<file path="src/rtl/clk_mux_pkg.sv">
// Shared types and defaults for the safe clock multiplexer and its sequencing controller.
package clk_mux_pkg;

  typedef enum logic [1:0] {
    S_IDLE,
    S_DROP,
    S_RAISE
  } state_t;

  localparam int CLK_MUX_DEF_GAP    = 8;
  localparam int CLK_MUX_DEF_CLK    = 0;
  localparam int CLK_MUX_MAX_CLOCKS = 32;

  // Callers cast the result down to their own clock count.
  function automatic logic [CLK_MUX_MAX_CLOCKS-1:0] sel_onehot(input int unsigned idx);
    return CLK_MUX_MAX_CLOCKS'(1) << idx;
  endfunction

endpackage

</file>
<file path="src/rtl/clk_mux_ctrl.sv">
// Break-before-make sequencer for the safe clock mux: drop all enables for a guard gap,
// raise the new one-hot enable, wait a settle gap, then report completion.
module clk_mux_ctrl
  import clk_mux_pkg::*;
#(
  parameter int P_NO_CLOCKS  = 4,
  parameter int P_SEL_W      = 2,
  parameter int P_GAP_CYCLES = CLK_MUX_DEF_GAP,
  parameter int P_DEF_CLK    = CLK_MUX_DEF_CLK
) (
  input  logic                   clk,
  input  logic                   rst_n,
  input  logic                   sw_req,
  input  logic [P_SEL_W-1:0]     sw_sel,
  output logic                   sw_busy,
  output logic                   sw_done,
  output logic                   sw_err,
  output logic [P_SEL_W-1:0]     cur_sel,
  output logic [P_NO_CLOCKS-1:0] clk_en_vec
);

  localparam int CNT_W = $clog2(P_GAP_CYCLES);
  localparam logic [CNT_W-1:0] CNT_LOAD = CNT_W'(P_GAP_CYCLES - 1);
  localparam logic [P_SEL_W-1:0] DEF_SEL = P_SEL_W'(P_DEF_CLK);

  state_t                   state, state_nxt;
  logic [CNT_W-1:0]         cnt, cnt_nxt;
  logic [P_SEL_W-1:0]       target, target_nxt;
  logic [P_SEL_W-1:0]       cur_sel_nxt;
  logic [P_NO_CLOCKS-1:0]   en_nxt;
  logic                     busy_nxt;
  logic                     done_nxt;
  logic                     err_nxt;
  logic                     sel_valid;
  logic [P_NO_CLOCKS-1:0]   oh_cur;
  logic [P_NO_CLOCKS-1:0]   oh_tgt;

  assign sel_valid = (32'(sw_sel) < 32'(P_NO_CLOCKS));
  assign oh_cur    = P_NO_CLOCKS'(sel_onehot(32'(cur_sel)));
  assign oh_tgt    = P_NO_CLOCKS'(sel_onehot(32'(target)));

  always_ff @(posedge clk or negedge rst_n) begin
    if (!rst_n) begin
      state      <= S_DROP;
      cnt        <= CNT_LOAD;
      target     <= DEF_SEL;
      cur_sel    <= DEF_SEL;
      clk_en_vec <= '0;
      sw_busy    <= 1'b1;
      sw_done    <= 1'b0;
      sw_err     <= 1'b0;
    end else begin
      state      <= state_nxt;
      cnt        <= cnt_nxt;
      target     <= target_nxt;
      cur_sel    <= cur_sel_nxt;
      clk_en_vec <= en_nxt;
      sw_busy    <= busy_nxt;
      sw_done    <= done_nxt;
      sw_err     <= err_nxt;
    end
  end

  always_comb begin
    state_nxt   = state;
    cnt_nxt     = cnt;
    target_nxt  = target;
    cur_sel_nxt = cur_sel;
    en_nxt      = clk_en_vec;
    busy_nxt    = sw_busy;
    done_nxt    = 1'b0;
    err_nxt     = 1'b0;

    unique case (state)
      S_IDLE: begin
        en_nxt   = oh_cur;
        busy_nxt = 1'b0;
        if (sw_req) begin
          if (!sel_valid) begin
            err_nxt = 1'b1;
          end else if (sw_sel == cur_sel) begin
            done_nxt = 1'b1;
          end else begin
            target_nxt = sw_sel;
            state_nxt  = S_DROP;
            cnt_nxt    = CNT_LOAD;
            en_nxt     = '0;
            busy_nxt   = 1'b1;
          end
        end
      end

      S_DROP: begin
        en_nxt   = '0;
        busy_nxt = 1'b1;
        err_nxt  = sw_req;
        if (cnt == '0) begin
          state_nxt   = S_RAISE;
          cnt_nxt     = CNT_LOAD;
          cur_sel_nxt = target;
          en_nxt      = oh_tgt;
        end else begin
          cnt_nxt = cnt - 1'b1;
        end
      end

      S_RAISE: begin
        en_nxt   = oh_tgt;
        busy_nxt = 1'b1;
        if (cnt == '0) begin
          // Completion owns this cycle's status pulse; a colliding request is dropped quietly
          // so that done and err never assert together.
          state_nxt = S_IDLE;
          busy_nxt  = 1'b0;
          done_nxt  = 1'b1;
        end else begin
          cnt_nxt = cnt - 1'b1;
          err_nxt = sw_req;
        end
      end

      default: begin
        state_nxt = S_DROP;
        cnt_nxt   = CNT_LOAD;
        en_nxt    = '0;
        busy_nxt  = 1'b1;
      end
    endcase
  end

endmodule

</file>
<file path="config.mk">
export PLATFORM = sky130hd
export DESIGN_NAME = clk_mux_ctrl
export DESIGN_NICKNAME = d
export VERILOG_FILES = /design/src/rtl/clk_mux_pkg.sv /design/src/rtl/clk_mux_ctrl.sv
export SDC_FILE = /design/constraint.sdc
export NUM_CORES = 1
export LEC_CHECK = 0
export CORE_UTILIZATION = 55
export CTS_CLUSTER_SIZE = 10
export DETAILED_ROUTE_END_ITERATION = 10
export DONT_BUFFER_PORTS = 1
export PLACE_DENSITY = 0.73
export SLEW_MARGIN = 20
export SYNTH_ARGS = -nofsm -noshare
export SYNTH_HDL_FRONTEND = slang
export SYNTH_SLANG_ARGS = --single-unit
</file>
<file path="constraint.sdc">
create_clock -name clk -period 3.6 [get_ports clk]
set_input_delay 0.36 -clock clk [delete_from_list [all_inputs] [get_ports clk]]
set_output_delay 0.36 -clock clk [all_outputs]
set_load 0.05 [all_outputs]
</file>
==> summary.md <==
| Metric | Value |
|---|---|
| Row count | 13 |
| Starting Density | ~63% |
| DR vias/cell | 6.04 |
| RSZ-0062 raised after global routing | no |
| Least-Margin Pin Slew | between 0.6 and 0.7 ns |
| Vias | roughly 600 |
| H-tree lvl count | 1 |
| Die X-Extent | 41.7 um |
| # setup viols final | 0 |
| Share of Yosys cell area claimed by the top area cell type | 31.7% |
| Wire per inst | 15.0 um |
| Total die area | ~0.0017 mm2 |
| Hold Crit Class | in2reg |
| Flop2flop setup slack | approximately 1.8 ns |
| Core Area | around 0.0014 mm2 |
| First-pass GRT wire length | between 2000 and 3000 um |
| ANT nets after route | 0 |
| CP Cell Sequence | xor2_1 -> or2_1 -> nor2b_4 -> mux2_4 |
| CP Max Fanout | 7 |
| Syn nets | 90 |
| Area growth syn-to-layout | 7.49% |
| WL final | roughly 1500 um |
| Die Y | ~42 um |
| Sequential fraction of the synthesis area | a little under half |
| Distinct cells, synth | 28 |
| Most frequent cells in the layout | dfrtp_1, a21oi_1, nand2_1, ha_1 |
| Filler instances | slightly above 100 |
| Total CTS buffers | 3 |
| Mapped Area | ~870 um2 |
| Layout cells sized above 1 | 20.2% |
| Async set-reset flop share out of synthesis | 100% |
| Post-CTS sizing | 0 |
| Post-layout util | between 60% and 70% |
| Mean Syn Cell Area | ~11 um2 |
| Endpoints failing hold | 0 |
| Post-route insts no fill | 99 |
| Area leader, netlist | dfrtp_1 |
| CTS clk-pin slew, worst paths | approximately 0.090 ns |
| Ranking of synthesized cells by area | dfrtp_1, dfstp_2, ha_1 |
| GPL Wtd Cong | roughly 0.86 |
| Largest net degree at the start of global routing | 17 |
| Maximum vdd drop | about 0.55 mV |
| Setup TNS | 0 ns |
| Slew Viols, Final | 0 |
| Crit path kind | reg2reg |
| Max frequency | approximately 0.56 GHz |
| CTS root buf | clkbuf_4 |
| Max Cap Violations | 0 |
| Initial antenna violation count | 0 |
| Clock Path Buffers | 2 |
| CTS tree | yes |
| Sink Count | 16 |
| Detailed Place HPWL | ~1100 um |
| Status | completed |
| Pwr/cell area | about 1000 mW/mm2 |
| Post-route cell area | ~930 um2 |
| First-pass DRT Iterations | 5 |
| Critical Path Sink Type | flip-flop |
| #FFs+latches synth | 16 |
| Tcrit/Tclk final | roughly half |
| Slew headroom | around 55% |
| Placement Cell Area | 887 um2 |
| Most common cell after layout, fill and taps aside | dfrtp_1 |
| Residual DRC count | 0 |
| Cell count after synthesis | 79 |
| Worst Path Required | 3.77 ns |
| Dpl cells | 94 |
| Vias in the first global route | around 580 |
| Top FF cell, synth | dfrtp_1 |
| Startpoint types | flip-flop |
| GRT overflow | 0 |
| Ys Warns | 0 |
| Worst-Skew Late Latency | 0.29 ns |
| NumNets Final | 96 |
| Leakage | approximately 0.44 nW |
| Initial drt markers | 9 |
| ANT cells | 0 |
| EDFF count, synth | 0 |
| Buffers on Ports | 0 |
| GR Util All Layers | between 10% and 20% |
| Crit-path slowest cell | dfrtp_1 |
| Final min period | ~1.8 ns |
| Fin Clk Skew | between 0.009 and 0.01 ns |
| IO Pins | 14 |
| Worst path max stage delay | approximately 0.74 ns |
| CP arrival | roughly 2.0 ns |
## through the flow
| step | power [mW] | hold slack [ns] | setup WS (ns) |
|---|---|---|---|
| 4_1_cts | 0.978 | 0.181 | 1.84 |
| 3_3_place_gp | 0.848 | 0.0647 | 1.91 |
| 5_1_grt | 1.04 | 0.192 | 1.74 |
| 2_1_floorplan | 0.778 | 0.0644 | 1.95 |
| 6_report | 0.976 | 0.185 | 1.82 |
| 3_5_place_dp | 0.858 | 0.0647 | 1.86 |
## repair_timing
action                    4_1_cts  5_1_grt
setup buffers                   0        0
hold endpoints to repair       16        0
hold buffers                    1        0
## worst max-delay path: cells and delay by family, from the launching register on
family,cells,cell delay (ns)
simple gates,2,0.35
xor+xnor,1,0.26
mux,1,0.31
flops,1,0.74
## report_power, final
group	switching (mW)	leakage, nW	internal, mW
clock	0.0538	0.0210	0.0616
combinational	0.214	0.220	0.191
sequential	0.181	0.198	0.274
## sequential cells by signal (all words and copies together) (netlist names)
name        flops
cnt             3
state           2
sw_err          1
sw_busy         1
cur_sel         2
target          2
sw_done         1
clk_en_vec      4
## area by class of cell
cell class / instances / area (um2) / area share, %
multi-input cells: 58 / 443 / 47.5
flip-flops and latches: 16 / 407 / 43.6
repair buffers: 1 / 10.0 / 1.07
inverters: 5 / 18.8 / 2.01
well taps: 15 / 18.8 / 2.01
clock buffers: 4 / 36.3 / 3.89
## final timing paths
check	startpoint	depth (start not counted)	to
setup / recovery	cur_sel[0]	4	target[1]
hold / removal	sw_req	2	sw_err
setup reg to reg	cur_sel[0]	4	target[1]
hold reg to reg	cnt[0]	1	cnt[0]
max in group asynchronous	rst_n	1	target[1]
min in group asynchronous	rst_n	1	sw_done
## per-layer routing
layer,up-vias,wire [um],GRT usage [%]
met1,280,721,27.2
met2,24,661,29.7
li1,292,-,-
met4,0,21,5.81
met3,2,81,7.39
met5,-,0,0
## synth_stat cells, drive strengths merged, types with 3 or more instances
master	instances
a2bb2oi	3
dfstp	5
a21oi	7
nor2b	4
inv	5
nand2	6
o2bb2ai	4
mux2	3
nor2	5
o21ai	3
ha	6
dfrtp	11
## kinds of logic after synthesis
| family | Yosys count | synth area share (%) |
|---|---|---|
| AOI/OAI and AO/OA | 22 | 18.3 |
| xor gates and xnor gates | 2 | 2.02 |
| adders and majority gates | 6 | 8.65 |
| buffers and inverters | 5 | 2.16 |
| DFF | 16 | 46.8 |
| muxes | 5 | 7.06 |
| and+or+nand+nor | 23 | 15.0 |
Note: power is estimated with default switching activity, not from simulation.
